### src/rtl/if_pkg.sv
// rtl/if_pkg.sv - shared types and control priority decode for the fetch PC
package if_pkg;

  localparam int PCW_DEFAULT = 16;

  typedef logic [PCW_DEFAULT-1:0] pc_t;

  typedef enum logic [2:0] {
    OP_HOLD,
    OP_RET,
    OP_CALL,
    OP_ABS,
    OP_REL,
    OP_INC
  } pc_op_e;

  // Halt > Ret > Call > Abs_Jump > Rel_Jump > advance; a Call alongside a Ret is dropped.
  function automatic pc_op_e decode_op(input logic halt, input logic ret,
                                       input logic call, input logic abs_jump,
                                       input logic rel_jump);
    pc_op_e op;
    if (halt)          op = OP_HOLD;
    else if (ret)      op = OP_RET;
    else if (call)     op = OP_CALL;
    else if (abs_jump) op = OP_ABS;
    else if (rel_jump) op = OP_REL;
    else               op = OP_INC;
    return op;
  endfunction

endpackage

### src/rtl/ras_stack.sv
// rtl/ras_stack.sv - circular return-address stack with saturating occupancy count
module ras_stack #(
  parameter int W     = 16,
  parameter int DEPTH = 4
) (
  input  logic         CLK,
  input  logic         Reset_n,
  input  logic         push,
  input  logic         pop,
  input  logic [W-1:0] push_data,
  output logic [W-1:0] top_data,
  output logic         full,
  output logic         empty,
  output logic         overflow,
  output logic         underflow
);

  localparam int AW = $clog2(DEPTH);

  logic [W-1:0]  mem [DEPTH];
  logic [AW-1:0] top;
  logic [AW:0]   count;

  // top addresses the next free slot; on overflow it wraps onto the oldest entry.
  assign full      = (count == (AW+1)'(DEPTH));
  assign empty     = (count == '0);
  assign top_data  = mem[top - AW'(1)];
  assign overflow  = push & ~pop & full;
  assign underflow = pop & empty;

  always_ff @(posedge CLK) begin
    if (!Reset_n) begin
      top   <= '0;
      count <= '0;
    end else if (pop) begin
      if (!empty) begin
        top   <= top - AW'(1);
        count <= count - (AW+1)'(1);
      end
    end else if (push) begin
      top <= top + AW'(1);
      if (!full) count <= count + (AW+1)'(1);
    end
  end

  always_ff @(posedge CLK) begin
    if (Reset_n && push && !pop) mem[top] <= push_data;
  end

endmodule

### src/rtl/if_ras_pc.sv
// rtl/if_ras_pc.sv - fetch program counter with jumps and a hardware return-address stack
module if_ras_pc
  import if_pkg::*;
#(
  parameter int             PCW       = 16,
  parameter int             RAS_DEPTH = 4,
  parameter logic [PCW-1:0] RESET_PC  = '0
) (
  input  logic           CLK,
  input  logic           Reset_n,
  input  logic           Halt,
  input  logic           Abs_Jump,
  input  logic           Rel_Jump,
  input  logic           Call,
  input  logic           Ret,
  input  logic [PCW-1:0] Offset,
  output logic [PCW-1:0] PC,
  output logic           Ras_Full,
  output logic           Ras_Empty,
  output logic           Ras_Err
);

  pc_op_e         op;
  logic [PCW-1:0] pc_inc;
  logic [PCW-1:0] pc_next;
  logic [PCW-1:0] ras_top;
  logic           ras_push;
  logic           ras_pop;
  logic           ras_ovf;
  logic           ras_udf;

  assign op       = decode_op(Halt, Ret, Call, Abs_Jump, Rel_Jump);
  assign pc_inc   = PC + PCW'(1);
  assign ras_push = (op == OP_CALL);
  assign ras_pop  = (op == OP_RET);

  ras_stack #(
    .W     (PCW),
    .DEPTH (RAS_DEPTH)
  ) u_ras (
    .CLK       (CLK),
    .Reset_n   (Reset_n),
    .push      (ras_push),
    .pop       (ras_pop),
    .push_data (pc_inc),
    .top_data  (ras_top),
    .full      (Ras_Full),
    .empty     (Ras_Empty),
    .overflow  (ras_ovf),
    .underflow (ras_udf)
  );

  // An underflowing Ret falls through to the sequential address.
  always_comb begin
    pc_next = pc_inc;
    case (op)
      OP_HOLD: pc_next = PC;
      OP_RET:  pc_next = Ras_Empty ? pc_inc : ras_top;
      OP_CALL: pc_next = Offset;
      OP_ABS:  pc_next = Offset;
      OP_REL:  pc_next = PC + Offset;
      default: pc_next = pc_inc;
    endcase
  end

  always_ff @(posedge CLK) begin
    if (!Reset_n) begin
      PC      <= RESET_PC;
      Ras_Err <= 1'b0;
    end else begin
      PC      <= pc_next;
      Ras_Err <= Ras_Err | ras_ovf | ras_udf;
    end
  end

endmodule

### config.mk
export PLATFORM = sky130hd
export DESIGN_NAME = if_ras_pc
export DESIGN_NICKNAME = d
export VERILOG_FILES = /design/src/rtl/if_pkg.sv /design/src/rtl/ras_stack.sv /design/src/rtl/if_ras_pc.sv
export SDC_FILE = /design/constraint.sdc
export NUM_CORES = 1
export LEC_CHECK = 0
export CAP_MARGIN = 25
export CORE_MARGIN = 8
export CORE_UTILIZATION = 65
export DETAILED_ROUTE_END_ITERATION = 12
export DONT_BUFFER_PORTS = 1
export PLACE_DENSITY = 0.79
export SLEW_MARGIN = 20
export SYNTH_ARGS = -nofsm -noshare
export SYNTH_HDL_FRONTEND = slang
export SYNTH_HIERARCHICAL = 1
export SYNTH_SLANG_ARGS = --single-unit
### constraint.sdc
create_clock -name CLK -period 4.3 [get_ports CLK]
set_input_delay 0.86 -clock CLK [delete_from_list [all_inputs] [get_ports CLK]]
set_output_delay 0.86 -clock CLK [all_outputs]
set_load 0.03 [all_outputs]
==> metrics.yaml, run 1 <==
route:
  firstDrtPassIters: 7
  viasPerCell: 7.00
  drc: 0
  routedWlPerCell_um: 22.7
  drt_wl_total_um: 11600
  num_vias: 3583
  drt_iter0_markers: 413
  drtAntennaViolNets: 0
global_route:
  antenna_found_initial: 0
  grt_use_total: 0.231
  grt_pass1_vias: 3416
  grt_pass1_wl_um: 18200
  gr-total-overflow: 0
  grt_max_degree: 28
setup_path:
  rr_endpoint: "PC[14]"
  cpPeakStageDelay_ns: 0.65
  reg2reg_depth: 7
  cp_cell_sequence: "ha_1 -> nand3_1 -> nor4_1 -> xor2_1 -> o21ai_0 -> a21oi_1 -> or3b_1"
  worstSetupPathType: "reg -> reg"
  cpMaxStageDelayCell: "dfxtp_1"
  path_max_fanout: 7
  r2r_setup_slack_ns: 1.57
  worstPathArrival_ns: 2.98
  required_ns: 4.55
  r2r_start: "PC[1]"
  setup.worst_path.end_class: "flop"
  cp-start-kind: "flop"
clock_tree:
  clk_latency_ns: 0.36
  path_clk_slew_ns: 0.10
  cts.sinks: 86
  cts-root-buf: "clkbuf_8"
  cts_resized: 0
  clk_path_buf_depth: 2
  postCtsSetupRepairBufs: 0
  cts_inserted_buffers: 9
  ctsHtreeMaxLevel: 3
  hold_buffers: 0
  cts_tree: "built"
job:
  drv_cap: 0
logic_synthesis:
  ys_warn_count: 6
  synth-xor-area-share: 0.0481
  dominantRegCellSynth: "edfxtp_1"
  synth_cell_types: 69
  yosys.area_share.simple: 0.116
  synth_area_leaders: "edfxtp_1 (39%), dfxtp_1 (9.0%), ha_1 (5.1%)"
  synth_cells: 411
  synth_mux_area_frac: 0.0931
  synthAdderAreaFrac: 0.0593
  yosysTopAreaCell: "edfxtp_1"
  synthMostInstantiatedCell: "edfxtp_1"
  synth-async-reset-ratio: 0
  ys_ff_latch: 86
  avgSynthCellArea_sq_um: 11.9
  synth_compound_area_frac: 0.165
  synth-seq-area-share: 0.483
  syn-cell-area_sq_mm: 0.00489
  synth_top_family_by_area: "compound AO/OA/AOI/OAI gates"
  synthesis.nets: 456
  synth_top_area_frac: 0.393
  synth_edf_count: 64
  netlist_top_cells_count: "edfxtp_1 (64), o21ai_0 (32), nand2_1 (29), a21oi_1 (24), dfxtp_1 (22)"
die:
  dieArea_sq_mm: 0.0106
  core_area_sq_mm: 0.00725
  die_y_um: 103
  start_util: 0.674
  die_width_um: 103
  rows: 31
  io_pins: 42
timing:
  finalHoldViolCount: 0
  max_freq_mhz: 366
  clock_skew_ns: 0.0160
  finalSetupTns_ns: 0
  grt_setup_unrepaired: "false"
  finalCritPeriodShare: 0.635
  maxSlewViolCount: 0
  slew_headroom: 0.409
  fin_crit_ns: 2.73
  setup_violations: 0
  worst_pin_slew_ns: 0.886
pwr:
  max-vdd-ir-drop_v: 0.000243
  p_leak_nw: 1.84
  p_per_area_mw_per_mm2: 369
place:
  dp_hpwl_um: 8390
  dpl_cell_area_sq_mm: 0.00493
  placed_cells: 496
  port_buffers: 0
  gp_congestion: 0.885
min_path:
  hold_path_class: "reg -> reg"
  hold_depth: 2
  min_to: "u_ras/count[1]"
  min_from: "u_ras/count[1]"
finish:
  final_area_sq_mm: 0.00513
  n_antenna_cell: 0
  layout.cells.non_filler: 512
  drive_above_1_share: 0.119
  area_growth_pct: 4.83
  nets: 453
run_status:
  status: "finished, final reports clean"
-- cell type report --
class / count / area (sq um)
sequential: 86 / 2360
multi-input combinational: 292 / 2360
fill: 521 / 2120
clock buffer: 9 / 124
tap: 99 / 124
clock inverter: 7 / 72.6
inverter: 15 / 56.3
timing repair buffer: 4 / 30.0
-- cells by family (layout without fill, tap and decap cells) --
logic type | count (synthesis) | in the layout
AO/OA/AOI/OAI | 116 | 116
AND/OR/NAND/NOR | 105 | 105
flip-flops | 86 | 86
buffers and inverters | 33 | 35
XOR/XNOR | 26 | 26
multiplexers | 23 | 23
adder cells (fa/ha/maj) | 22 | 22
-- sequential cells by signal, summed over array words and instances, names as in the netlist --
name and flops:
PC 16, u_ras/top 2, u_ras/mem 64, Ras_Err 1, u_ras/count 3
-- how the worst max path moves through the flow --
stage	depth (start not counted)	slack, ns	from	end
after floorplan	10	1.65	Halt	u_ras/count[2]
after global placement	8	1.53	Halt	u_ras/count[2]
after detailed placement	8	1.44	Halt	u_ras/count[2]
after CTS	9	1.61	u_ras/top[0]	PC[2]
after global routing	7	1.41	PC[1]	PC[14]
final	7	1.57	PC[1]	PC[14]
-- routing by layer --
layer  share of wire  up-vias  GRT usage  routed length, um
met2            0.48      225      0.370               5540
met1            0.40     1727      0.302               4680
li1                -     1607          -                  -
met5               0        -          0                  0
met3            0.10       24     0.0594               1210
met4           0.016        0     0.0723                185
-- report_power, final --
group	switching [mW]	internal [mW]	leakage, nW
Sequential	0.0605	0.918	0.764
Clock	0.299	0.271	0.0976
Combinational	0.204	0.142	0.978
-- per-stage QoR --
step	utilization	hold slack, ns	power (mW)	setup WS (ns)
final	0.707	0.566	1.89	1.57
after global routing	0.707	0.593	1.96	1.41
after CTS	0.707	0.560	1.90	1.61
after detailed placement	0.680	0.547	1.34	1.44
after global placement	0.680	0.529	1.33	1.53
after floorplan	-	0.502	1.26	1.65
-- placed cells by master, fill, tap and decap left out, types with 9 or more instances in the layout --
| cell type | synthesis | final |
|---|---|---|
| edfxtp_1 | 64 | 64 |
| o21ai_0 | 32 | 32 |
| nand2_1 | 29 | 29 |
| a21oi_1 | 24 | 24 |
| dfxtp_1 | 22 | 22 |
| ha_1 | 20 | 20 |
| nor2_1 | 18 | 18 |
| xnor2_1 | 14 | 14 |
| inv_1 | 13 | 13 |
| nand3_1 | 11 | 11 |
| xor2_1 | 11 | 11 |
| a221oi_1 | 11 | 11 |
| and3_1 | 10 | 10 |
| mux4_2 | 10 | 10 |
| clkbuf_8 | 0 | 9 |
-- critical path, delay by kind of cell (launching register included) --
kind                     cells  cell delay (ns)
AO/OA/AOI/OAI                2             0.45
AND/OR/NAND/NOR              3             0.93
XOR/XNOR                     1             0.22
flip-flops                   1             0.65
adder cells (fa/ha/maj)      1             0.38
Note: power is estimated with default switching activity, not from simulation.
==> inputs of run 2 (changes only) <==
CORE_UTILIZATION = 58   (was 65)
PLACE_DENSITY = 0.74   (was 0.79)
clock period = 2.5 ns   (was 4.3 ns; I/O delays follow)
==> metrics.yaml, run 2 (same netlist as run 1, synthesis figures left out) <==
clock_tree:
  path_clk_slew_ns: 0.09  # was 0.10 ns
  clk_latency_ns: 0.36  # about the same
  cts_inserted_buffers: 9  # unchanged
  clk_path_buf_depth: 2  # unchanged
  cts_tree: "built"  # unchanged
  hold_buffers: 0  # unchanged
  cts_resized: 0  # unchanged
  cts-root-buf: "clkbuf_8"  # unchanged
  cts.sinks: 86  # unchanged
  postCtsSetupRepairBufs: 0  # unchanged
  ctsHtreeMaxLevel: 3  # unchanged
setup_path:
  worstPathArrival_ns: 2.55  # was 2.98 ns
  setup.worst_path.end_class: "flop"  # unchanged
  worstSetupPathType: "reg -> reg"  # unchanged
  path_max_fanout: 4  # was 7
  required_ns: 2.75  # was 4.55 ns
  cp-start-kind: "flop"  # unchanged
  cp_cell_sequence: "ha_1 -> fa_1 -> a21o_1 -> nand3_4 -> a211oi_4 -> nor3_2 -> o2111ai_1 -> or3b_1"  # was ha_1 -> nand3_1 -> nor4_1 -> xor2_1 -> o21ai_0 -> a21oi_1 -> or3b_1
  cpPeakStageDelay_ns: 0.39  # was 0.65 ns
  cpMaxStageDelayCell: "dfxtp_1"  # unchanged
finish:
  drive_above_1_share: 0.173  # was 0.119
  n_antenna_cell: 0  # unchanged
  final_common_cell: "edfxtp_1"  # unchanged
  largest_register_ffs: 64  # unchanged
  area_growth_pct: 10.1  # was 4.83%
  final_cell_mix: "edfxtp_1 (64), o21ai_0 (31), nand2_1 (29)"  # was edfxtp_1 (64), o21ai_0 (32), nand2_1 (29)
  regMostFlops: "u_ras/mem"  # unchanged
  nets: 480  # was 453
  top_regs: "u_ras/mem x64, PC x16, u_ras/count x3"  # unchanged
  layout.cells.non_filler: 545  # was 512
global_route:
  grt_use_total: 0.224  # was 0.231
  gr-total-overflow: 0  # unchanged
  grt_pass1_vias: 3639  # was 3416
  grt_pass1_wl_um: 19900  # was 18200 um
  antenna_found_initial: 0  # unchanged
  grt_max_degree: 28  # unchanged
route:
  drt_wl_total_um: 12500  # was 11600 um
  dr_wl_met2_um: 6170  # was 5540 um
  viasPerCell: 6.73  # was 7.00
  drc: 0  # unchanged
  drtAntennaViolNets: 0  # unchanged
  met1_length_um: 4950  # was 4680 um
  top_layer: "met4"  # unchanged
  wl_met3_um: 1120  # was 1210 um
  routedWlPerCell_um: 23.0  # was 22.7 um
  num_vias: 3668  # was 3583
  firstDrtPassIters: 5  # was 7
  drt_iter0_markers: 224  # was 413
place:
  port_buffers: 0  # unchanged
  gp_congestion: 1.02  # was 0.885
  preCtsSetupSlack_ns: 0.160  # was 1.44 ns
  placed_cells: 529  # was 496
  dp_hpwl_um: 9100  # was 8390 um
timing:
  finalSetupTns_ns: 0  # unchanged
  finalHoldViolCount: 0  # unchanged
  setup_violations: 0  # unchanged
  maxSlewViolCount: 0  # unchanged
  fin_ws_ns: 0.200  # was 1.57 ns
  max_freq_mhz: 435  # was 366 MHz
  fin_crit_ns: 2.30  # was 2.73 ns
  clock_skew_ns: 0.0139  # was 0.0160 ns
  grt_setup_unrepaired: "false"  # unchanged
  worst_pin_slew_ns: 0.660  # was 0.886 ns
  finalCritPeriodShare: 0.920  # was 0.635
  slew_headroom: 0.559  # was 0.409
die:
  start_util: 0.595  # was 0.674
  io_pins: 42  # unchanged
  die_y_um: 108  # was 103 um
  core_area_sq_mm: 0.00822  # was 0.00725 sq mm
  dieArea_sq_mm: 0.0116  # was 0.0106 sq mm
  die_width_um: 108  # was 103 um
  rows: 33  # was 31
job:
  drv_cap: 0  # unchanged
min_path:
  hold_path_class: "in -> reg"  # was reg -> reg
pwr:
  p_per_area_mw_per_mm2: 614  # was 369 mW/mm^2
  p_leak_nw: 1.99  # was 1.84 nW
  power.total_mw: 3.31  # was 1.89 mW
  max-vdd-ir-drop_v: 0.000366  # was 0.000243 V
run_status:
  status: "finished, final reports clean"  # unchanged
run 2: cell types whose count changed in the layout (fill, tap and decap cells not counted), sizes merged:
cell,previous run,this run
buf,4,31
run 2: path summary, 6_finish.rpt:
check	start	to	slack (ns)	cells after the start
setup / recovery	PC[0]	PC[14]	0.20	8
hold / removal	Reset_n	Ras_Err	0.26	1
setup reg to reg	PC[0]	PC[14]	0.20	8
hold reg to reg	u_ras/count[1]	u_ras/count[1]	0.58	2
run 2: power by group:
group          internal [mW]  total, mW  leakage, nW  switching [mW]
sequential              1.58       1.63        0.764          0.0532
combinational          0.284      0.700         1.13           0.416
clock                  0.465      0.977       0.0990           0.512
total                   2.33       3.31         1.99           0.981
run 2: per-layer routing:
| layer | track usage | vias up |
|---|---|---|
| met5 | 0 | - |
| met4 | 0.0971 | 0 |
| met3 | 0.0527 | 31 |
| met2 | 0.371 | 189 |
| met1 | 0.274 | 1792 |
| li1 | - | 1656 |
run 2: final cells by class:
| class | instances | area (sq um) |
|---|---|---|
| Sequential cell | 86 | 2360 |
| Timing Repair Buffer | 31 | 280 |
| Clock buffer | 9 | 124 |
| Fill cell | 620 | 2830 |
| Clock inverter | 7 | 71.3 |
| Multi-Input combinational cell | 292 | 2360 |
| Tap cell | 105 | 131 |
| Inverter | 15 | 56.3 |
run 2: through the flow:
| step | cell area [sq um] | hold WS (ns) | utilization |
|---|---|---|---|
| 3_3_place_gp | 5180 | 0.531 | 0.631 |
| 3_5_place_dp | 5190 | 0.559 | 0.632 |
| 5_1_grt | 5390 | 0.248 | 0.655 |
| 4_1_cts | 5390 | 0.245 | 0.655 |
| 6_report | 5390 | 0.263 | 0.655 |
| 2_1_floorplan | 4890 | 0.502 | - |
run 2: worst max-delay path, delay by kind of cell, from the launching register on:
| kind | cells | cell delay (ns) |
|---|---|---|
| DFF | 1 | 0.39 |
| AOI/OAI and AO/OA | 3 | 0.78 |
| and+or+nand+nor | 3 | 0.56 |
| adders and majority gates | 2 | 0.46 |
==> inputs of run 3 (changes only) <==
CORE_UTILIZATION = 64   (was 58)
GPL_TIMING_DRIVEN = 0   (was not set)
PLACE_DENSITY = 0.78   (was 0.74)
clock period = 2.6 ns   (was 2.5 ns; I/O delays follow)
==> metrics.yaml, run 3 (same netlist as run 1, synthesis figures left out) <==
run_status:
  status: "finished, final reports clean"  # unchanged
pwr:
  switching_share: 0.302  # was 0.297
  p_leak_nw: 1.89  # was 1.99 nW
  combPwrFrac: 0.203  # was 0.211
  pwr-share-clk: 0.266  # was 0.295
  max-vdd-ir-drop_v: 0.000371  # was 0.000366 V
  p_sw_mw: 0.920  # was 0.981 mW
  seq_power_share: 0.531  # was 0.493
  p_per_area_mw_per_mm2: 580  # was 614 mW/mm^2
  p_int_mw: 2.13  # was 2.33 mW
finish:
  nets: 469  # was 480
  top_regs: "u_ras/mem x64, PC x16, u_ras/count x3"  # unchanged
  area_growth_pct: 7.37  # was 10.1%
  drive_above_1_share: 0.161  # was 0.173
  n_antenna_cell: 0  # unchanged
  final_cell_mix: "edfxtp_1 (64), o21ai_0 (30), nand2_1 (29)"  # was edfxtp_1 (64), o21ai_0 (31), nand2_1 (29)
  largest_register_ffs: 64  # unchanged
  final_common_cell: "edfxtp_1"  # unchanged
  final_area_sq_mm: 0.00525  # was 0.00539 sq mm
  regMostFlops: "u_ras/mem"  # unchanged
min_path:
  hold_path_class: "in -> reg"  # unchanged
global_route:
  met1_usage: 0.298  # was 0.274
  gr-total-overflow: 0  # unchanged
  grt_pass1_wl_um: 18700  # was 19900 um
  grt-busiest-layer: "met2"  # unchanged
  grt_use_met2: 0.373  # was 0.371
  grt_pass1_vias: 3565  # was 3639
  grt_use_total: 0.235  # was 0.224
  antenna_found_initial: 0  # unchanged
  use_met3: 0.0569  # was 0.0527
  grt_max_degree: 19  # was 28
setup_path:
  setup.worst_path.end_class: "flop"  # unchanged
  path_max_fanout: 8  # was 4
  cp-start-kind: "flop"  # unchanged
  required_ns: 2.85  # was 2.75 ns
  worstSetupPathType: "reg -> reg"  # unchanged
  worstPathArrival_ns: 2.73  # was 2.55 ns
route:
  drt_wl_total_um: 11800  # was 12500 um
  drtAntennaViolNets: 0  # unchanged
  viasPerCell: 6.86  # was 6.73
  drc: 0  # unchanged
  drt_iter0_markers: 288  # was 224
  num_vias: 3645  # was 3668
  routedWlPerCell_um: 22.2  # was 23.0 um
  firstDrtPassIters: 5  # unchanged
clock_tree:
  cts_tree: "built"  # unchanged
  clk_latency_ns: 0.36  # about the same
  hold_buffers: 0  # unchanged
  cts_inserted_buffers: 9  # unchanged
  path_clk_slew_ns: 0.09  # about the same
  ctsHtreeMaxLevel: 3  # unchanged
  cts.sinks: 86  # unchanged
  cts-root-buf: "clkbuf_8"  # unchanged
  clk_path_buf_depth: 2  # unchanged
place:
  dp_hpwl_um: 8580  # was 9100 um
  preCtsSetupSlack_ns: -0.518  # was 0.160 ns
  port_buffers: 0  # unchanged
  dpl_cell_area_sq_mm: 0.00502  # was 0.00519 sq mm
  gp_congestion: 0.926  # was 1.02
timing:
  setup_violations: 0  # unchanged
  fin_ws_ns: 0.119  # was 0.200 ns
  fin_crit_ns: 2.48  # was 2.30 ns
  max_freq_mhz: 403  # was 435 MHz
  finalCritPeriodShare: 0.954  # was 0.920
  slew_headroom: 0.543  # was 0.559
  worst_pin_slew_ns: 0.681  # was 0.660 ns
  maxSlewViolCount: 0  # unchanged
  finalHoldViolCount: 0  # unchanged
  clock_skew_ns: 0.0131  # was 0.0139 ns
die:
  die_y_um: 103  # was 108 um
  rows: 32  # was 33
  dieArea_sq_mm: 0.0107  # was 0.0116 sq mm
  core_area_sq_mm: 0.00757  # was 0.00822 sq mm
  die_width_um: 103  # was 108 um
  io_pins: 42  # unchanged
  start_util: 0.646  # was 0.595
job:
  drv_cap: 0  # unchanged
-- run 3: cell types whose count changed in the layout (fill, tap and decap cells not counted), sizes merged --
cell / before / now
clkinv: 3 / 4
bufinv: 1 / 0
buf: 31 / 14
clkbuf: 9 / 16
inv: 17 / 16
-- run 3: per-layer routing --
metal	up-vias	routed length [um]
met5	-	0
met4	0	298
met3	26	1110
li1	1637	-
met1	1799	4690
met2	183	5680
-- run 3: final cells by class --
class | count | area (sq um)
Multi-Input combinational cell | 292 | 2380
Sequential cell | 86 | 2370
Fill cell | 554 | 2310
Clock buffer | 10 | 128
Tap cell | 102 | 128
Buffer | 17 | 124
Inverter | 15 | 56.3
Clock inverter | 6 | 36.3
Timing Repair Buffer | 3 | 22.5
-- run 3: worst paths after layout --
kind         slack (ns)            from        endpoint  cells past startpoint
min                0.29         Reset_n    u_ras/top[1]                      1
max                0.12  u_ras/count[2]           PC[2]                      7
max reg2reg        0.12  u_ras/count[2]           PC[2]                      7
min reg2reg        0.58  u_ras/count[1]  u_ras/count[1]                      2
-- run 3: power by group through the flow --
stage	logic, mW	registers [mW]	clock network (mW)
global route	0.674	1.62	0.874
global placement	0.566	1.64	0
CTS	0.612	1.62	0.831
detailed placement	0.582	1.65	0
floorplan	0.457	1.63	0
finish	0.617	1.62	0.810
-- run 3: through the flow --
step	TNS (ns)	hold WS [ns]	power, mW	cells	util
finish	0	0.292	3.05	531	0.694
floorplan	0	0.502	2.08	411	-
global placement	-15.69	0.526	2.21	513	0.663
global route	-0.00663	0.278	3.17	531	0.694
CTS	0	0.269	3.06	531	0.693
detailed placement	-18.53	0.536	2.23	513	0.663
-- run 3: what timing repair did --
item / in CTS / in global routing
endpoints found under the hold margin: 0 / 0
setup buffers: 2 / 1
gates resized for setup: 18 / 9
pin swaps: 1 / 1
endpoints found under the setup margin: 14 / 65
-- run 3: critical path, cell delays in order (launching register included) --
cell and delay (ns):
dfxtp_1 0.42, nor3_4 0.42, clkbuf_1 0.44, nor2b_1 0.26, a221oi_1 0.39, o21ai_0 0.18
o21ai_0 0.20, a21oi_1 0.06
